**src/rtl/instr_mem_arbiter.sv**
```systemverilog
// Two-master arbiter for a single-port instruction RAM with 1-cycle read latency.
// IF normally wins; a saturating starvation counter forces a DBG win after STARVE_LIMIT losses.
module instr_mem_arbiter #(
    parameter int ADDR_WIDTH   = 8,
    parameter int DATA_WIDTH   = 32,
    parameter int STARVE_LIMIT = 4
) (
    input  logic                    clk,
    input  logic                    rst_i,
    input  logic                    if_req_i,
    input  logic [ADDR_WIDTH-1:0]   if_addr_i,
    output logic                    if_gnt_o,
    output logic                    if_rvalid_o,
    output logic [DATA_WIDTH-1:0]   if_rdata_o,
    input  logic                    dbg_req_i,
    input  logic                    dbg_we_i,
    input  logic [ADDR_WIDTH-1:0]   dbg_addr_i,
    input  logic [DATA_WIDTH-1:0]   dbg_wdata_i,
    input  logic [DATA_WIDTH/8-1:0] dbg_be_i,
    output logic                    dbg_gnt_o,
    output logic                    dbg_rvalid_o,
    output logic [DATA_WIDTH-1:0]   dbg_rdata_o,
    output logic                    ram_en_o,
    output logic [ADDR_WIDTH-1:0]   ram_addr_o,
    output logic [DATA_WIDTH-1:0]   ram_wdata_o,
    output logic                    ram_we_o,
    output logic [DATA_WIDTH/8-1:0] ram_be_o,
    input  logic [DATA_WIDTH-1:0]   ram_rdata_i
);

    localparam int BE_WIDTH  = DATA_WIDTH / 8;
    localparam int CNT_WIDTH = $clog2(STARVE_LIMIT + 1);
    localparam logic [CNT_WIDTH-1:0] CNT_MAX = CNT_WIDTH'(STARVE_LIMIT);

    logic [CNT_WIDTH-1:0] r_starve_cnt;
    logic                 r_resp_if;
    logic                 r_resp_dbg;
    logic                 w_force_dbg;
    logic                 w_if_gnt;
    logic                 w_dbg_gnt;
    logic                 w_ram_we;

    // Grants are suppressed for the whole time reset is asserted, not just at the edge.
    assign w_force_dbg = (r_starve_cnt == CNT_MAX);
    assign w_if_gnt    = !rst_i && if_req_i && !(dbg_req_i && w_force_dbg);
    assign w_dbg_gnt   = !rst_i && dbg_req_i && (!if_req_i || w_force_dbg);
    assign w_ram_we    = w_dbg_gnt && dbg_we_i;

    assign if_gnt_o    = w_if_gnt;
    assign dbg_gnt_o   = w_dbg_gnt;

    always_comb begin
        ram_addr_o = '0;
        if (w_if_gnt) begin
            ram_addr_o = if_addr_i;
        end else if (w_dbg_gnt) begin
            ram_addr_o = dbg_addr_i;
        end
    end

    assign ram_en_o    = w_if_gnt | w_dbg_gnt;
    assign ram_we_o    = w_ram_we;
    assign ram_wdata_o = w_ram_we ? dbg_wdata_i : '0;
    assign ram_be_o    = w_ram_we ? dbg_be_i : BE_WIDTH'(0);

    // NOTE: registered state uses non-blocking assignments so every flop samples pre-edge values.
    always_ff @(posedge clk or posedge rst_i) begin
        if (rst_i) begin
            r_starve_cnt <= '0;
            r_resp_if    <= 1'b0;
            r_resp_dbg   <= 1'b0;
        end else begin
            r_resp_if  <= w_if_gnt;
            r_resp_dbg <= w_dbg_gnt;
            if (w_dbg_gnt || !dbg_req_i) begin
                r_starve_cnt <= '0;
            end else if (w_if_gnt && (r_starve_cnt != CNT_MAX)) begin
                r_starve_cnt <= r_starve_cnt + 1'b1;
            end
        end
    end

    assign if_rvalid_o  = r_resp_if;
    assign dbg_rvalid_o = r_resp_dbg;
    assign if_rdata_o   = ram_rdata_i;
    assign dbg_rdata_o  = ram_rdata_i;

endmodule

```
**config.mk**
```make
export PLATFORM = sky130hd
export DESIGN_NAME = instr_mem_arbiter
export DESIGN_NICKNAME = d
export VERILOG_FILES = /design/src/rtl/instr_mem_arbiter.sv
export SDC_FILE = /design/constraint.sdc
export NUM_CORES = 1
export LEC_CHECK = 0
export CAP_MARGIN = 0
export CORE_ASPECT_RATIO = 0.7
export CORE_MARGIN = 10
export CORE_UTILIZATION = 23
export CTS_BUF_LIST = sky130_fd_sc_hd__clkbuf_8
export CTS_CLUSTER_SIZE = 20
export DETAILED_ROUTE_END_ITERATION = 12
export PLACE_DENSITY = 0.91
export SETUP_SLACK_MARGIN = 0.2
export SLEW_MARGIN = 20
export SYNTH_ARGS = -nofsm -noshare
export SYNTH_HDL_FRONTEND = slang
export SYNTH_SLANG_ARGS = --single-unit
```
**constraint.sdc**
```tcl
create_clock -name clk -period 2.7 [get_ports clk]
set_clock_uncertainty 0.1 [all_clocks]
set_input_delay 0.405 -clock clk [delete_from_list [all_inputs] [get_ports clk]]
set_output_delay 0.405 -clock clk [all_outputs]
set_load 0.1 [all_outputs]
```
==> Word level (Yosys, flattened, before mapping) <==
Cells that the tools add are included.
{ "word_totals": {"reg_bits": 5, "output_inout_bits": 114, "word_cells": 27} }
{ "classes": {"add_sub_neg": 1, "eq_ne": 2, "muxes": 6, "n_bitwise": 1, "reduce_logical": 14} }
{ "ops": {"columns": ["op", "n"], "rows": [
  ["$mux W32", 1],
  ["$mux W8", 2],
  ["$logic_and A1 B1 Y1", 7],
  ["$mux W3", 2],
  ["$logic_not A1 Y1", 4],
  ["$mux W4", 1],
  ["$add A3 B1 Y3 const B", 1],
  ["$eq A3 B3 Y1 const B", 1],
  ["$ne A3 B3 Y1 const B", 1],
  ["$logic_or A1 B1 Y1", 2],
  ["$reduce_bool A2 Y1", 1],
  ["$or A1 B1 Y1", 1]
]} }

==> Logic depth before layout (Yosys ltp) <==
{ "depth": {"ltp_word": 7, "depth_mapped": 7, "mapped_depth_nobuf": 5} }

==> Least setup slack after synthesis <==
Ideal clock, no wire load.
{ "synth_path": {"path_type": "reg2out", "from": "register r_starve_cnt[0]", "to": "output port ram_addr_o[0]", "t_arrival_ns": 3.187, "setup_slack_ns": -0.992, "stages_incl_launch_ff": 6, "path_cell_list": "dfrtp_1 > inv_1 > ha_1 > a21boi_4 > nor3b_2 > a22o_1"} }
{ "synth_via": {"elab_chain_cells": 5, "word_cells_on_any_way": 8, "classes_between": "eq/ne (1); mux (2); reduce/logical (5)"} }
{ "synth_rtl": {"columns": ["item", "line", "source"], "rows": [
  ["start: declaration", "35", "logic [CNT_WIDTH-1:0] r_starve_cnt;"],
  ["start signal: assignment", "78", "r_starve_cnt <= r_starve_cnt + 1'b1;"],
  ["$eq A3 B3 Y1", "44", "assign w_force_dbg = (r_starve_cnt == CNT_MAX);"],
  ["$logic_or A1 B1 Y1", "46", "assign w_dbg_gnt = !rst_i && dbg_req_i && (!if_req_i || w_force_dbg);"],
  ["$logic_and A1 B1 Y1", "46", null],
  ["via dbg_gnt_o", "20", "output logic dbg_gnt_o,"],
  ["$mux W8", "56", "end else if (w_dbg_gnt) begin"],
  ["$mux W8", "54", "if (w_if_gnt) begin"],
  ["end: declaration", "24", "output logic [ADDR_WIDTH-1:0] ram_addr_o,"]
]} }
The timed path passes the listed nets, and every way through them passes these cells.

==> Worst setup path after layout <==
{ "layout_path": {"from": "input port rst_i", "to": "output port ram_wdata_o[3]"} }
{ "layout_via": {"elab_chain_cells": 5} }
{ "layout_rtl": {"columns": ["item", "line", "source"], "rows": [
  ["start: declaration", "9", "input logic rst_i,"],
  ["$logic_not A1 Y1 (no line)", null, null],
  ["$logic_and A1 B1 Y1 (2 in series)", "46", null],
  ["$logic_and A1 B1 Y1", "47", "assign w_ram_we = w_dbg_gnt && dbg_we_i;"],
  ["$mux W32", "63", "assign ram_wdata_o = w_ram_we ? dbg_wdata_i : '0;"],
  ["end: declaration", "25", "output logic [DATA_WIDTH-1:0] ram_wdata_o,"]
]} }
No other way between the ends.

==> reports/metrics.cfg <==
[logic_synthesis]
synth_top_family_by_area=buffers and inverters
synthMuxAreaShare=0
synth_compound_area_frac=0.104
seq_area_frac_synth=0.111
synth_xor_area_frac=0
synth_cells=139
synth.avg_cell_area_um2=8.08
synthesis.area_mm2=0.00112
synth_cell_types=20
syn-num-nets=230
synth_fa_ha_area_frac=0.0223
yosys_warnings=0
ys_ff_latch=5
yosys.area_share.simple=0.284

[routing]
drtPass1Iterations=4
wirelength_mm=4.54
wl_per_cell_um=17.7
drcViolationCount=0
drtIter0Drc=9
vias_per_cell=4.11
antenna_left=0
via_count=1057

[sta]
finalSetupViolations=0
final.period_utilization=0.891
fin_setup_tns_ns=0
max_slew_margin=0.785
hold_viol_final=0
drv_slew=0
finalCriticalPeriod_ns=2.41
fmax_mhz=416
hold_slack_ns=0.513
rsz0062_at_grt=no
worst_slew_pin_slew_ns=0.323

[floorplan]
boundaryPins=203
die_y_um=78.5
fp.dieW_um=104
die-area_mm2=0.00813
rows=21
start_util=0.236
core-area_mm2=0.00476

[critical_path]
critPathMaxStageDelay_ns=0.49
cpLargestDelayFamily=buffers and inverters
arrival_ns=1.90
critPathMaxFanout=18
path_cells=clkdlybuf4s50_1 > nor4bb_4 > buf_4 > clkbuf_16 > and2_2 > buf_12
crit_buf_inv=4
r2r-start=r_starve_cnt[0]$_DFFE_PP0P_
reg2regPathDepth=6
crit_required_ns=2.19
worstSetupEndpointType=output port
critPathSlowestCell=clkdlybuf4s50_1
reg2reg_slack_ns=1.20
critPathKind=in2out
reg2reg_to=dbg_rvalid_o$_DFF_PP0_
crit_path_start_kind=input port

[clocking]
cts_sinks=5
cts_made_buffers=3
root_buffer=clkbuf_8
htree_levels=1
path_clk_slew_ns=0.03
cts_tree=yes
clock_latency_ns=0.22
clockBufferDepth=2
cts_hold_buf=0

[global_route]
gr-usage-all-layers=0.106
grt_pass1_vias=1173
grt-ovfl-total=0
antenna_found_initial=0
grt_max_degree=20
grt_pass1_wl_mm=7.03

[min_path]
hold_path.startpoint=r_starve_cnt[1]$_DFFE_PP0P_
whs_path_depth=2
whs_endpoint=r_starve_cnt[1]$_DFFE_PP0P_
holdCritPathClass=reg2reg

[power_and_ir_drop]
power_density_mw_per_mm2=243
leakage_uw=0.00104
finalPower_uw=599
ir_drop_mv=0.236

[layout]
drive_gt1_frac=0.500
antennaDiodeCount=0
fin_nets=280
layout_common_cells=clkdlybuf4s50_1 (55), buf_12 (49), and2_1 (19)
fin_area_mm2=0.00246
final_common_cell=clkdlybuf4s50_1
area_delta_synth_final_pct=119

[run]
maxCapViolCount=0

[status]
status=complete, no violations

[place]
gp_congestion=0.688
port_buffers=106
dp_hpwl_mm=3.96
dpl_cell_area_mm2=0.00237

[area by class of cell]
type | instances | area [µm²]
Multi-Input combinational cell | 62 | 571
Clock buffer | 3 | 41.3
Sequential cell | 5 | 125
Fill cell | 394 | 2290
Inverter | 3 | 11.3
Tap cell | 69 | 86.3
Clock inverter | 1 | 3.75
Timing Repair Buffer | 114 | 1630
[layer usage]
layer / part of all wire / global-route usage / wire length (µm)
met1: 0.37 / 0.110 / 1700
met2: 0.46 / 0.164 / 2090
met3: 0.17 / 0.0865 / 758
met4: 0 / 0.0211 / 0
met5: 0 / 0 / 0
[registers in the layout (all words and copies together) (netlist names)]
register / count
if_rvalid_o: 1
dbg_rvalid_o: 1
r_starve_cnt: 3
[worst min-delay path, stage by stage, from the launching register on]
cell and delay (ns):
dfrtp_1 0.40, nand2_1 0.07, a21boi_0 0.09
[cells in the mapped netlist (all sizes together)]
library cell | count | area [µm²]
buf | 69 | 527
and2 | 36 | 245
a22o | 8 | 70.1
dfrtp | 5 | 125
a21boi | 4 | 41.3
inv | 3 | 11.3
nand3 | 3 | 15.0
ha | 2 | 25.0
nand2 | 2 | 7.51
nor3b | 2 | 20.0
and3 | 1 | 6.26
nand4b | 1 | 8.76
nor4bb | 1 | 10.0
o21ai | 1 | 5.00
or2 | 1 | 6.26
[how the worst max path moves through the flow]
stage	slack [ns]	startpoint	cells after the start	end
CTS	0.21	r_starve_cnt[0]$_DFFE_PP0P_	7	ram_wdata_o[15]
floorplan	-0.1	r_starve_cnt[1]$_DFFE_PP0P_	5	ram_en_o
global placement	0.23	dbg_req_i	5	ram_en_o
global route	0.21	dbg_req_i	6	ram_wdata_o[5]
finish	0.29	rst_i	6	ram_wdata_o[3]
detailed placement	0.18	dbg_req_i	5	ram_en_o
[where the power goes]
group          switching (µW)  internal (µW)  leakage, µW  total (µW)
clock network            34.6           97.3    0.0000269         132
registers                1.85           77.9    0.0000676        79.7
logic                     208            179     0.000947         387
total                     245            354      0.00104         598
[through the flow]
step | cells | setup WS, ns | util
after floorplan | 139 | -0.0984 | -
after global placement | 249 | 0.228 | 0.498
after detailed placement | 249 | 0.183 | 0.498
after CTS | 256 | 0.213 | 0.518
after global routing | 257 | 0.207 | 0.518
final | 257 | 0.295 | 0.518
[timing repair]
| action | in CTS | in global routing |
|---|---|---|
| setup buffers | 2 | 1 |
| resized for setup | 3 | 1 |
| pin swaps | 1 | 1 |
| setup endpoints to repair | 2 | 35 |
| cloned | 1 | 0 |
[cell families (layout without fill, tap and decap cells)]
logic type	Yosys count	in the layout
flops	5	5
buf+inv	72	121
simple gates	47	47
compound gates	13	13
fa+ha+maj	2	2
Note: power is estimated with default switching activity, not from simulation.
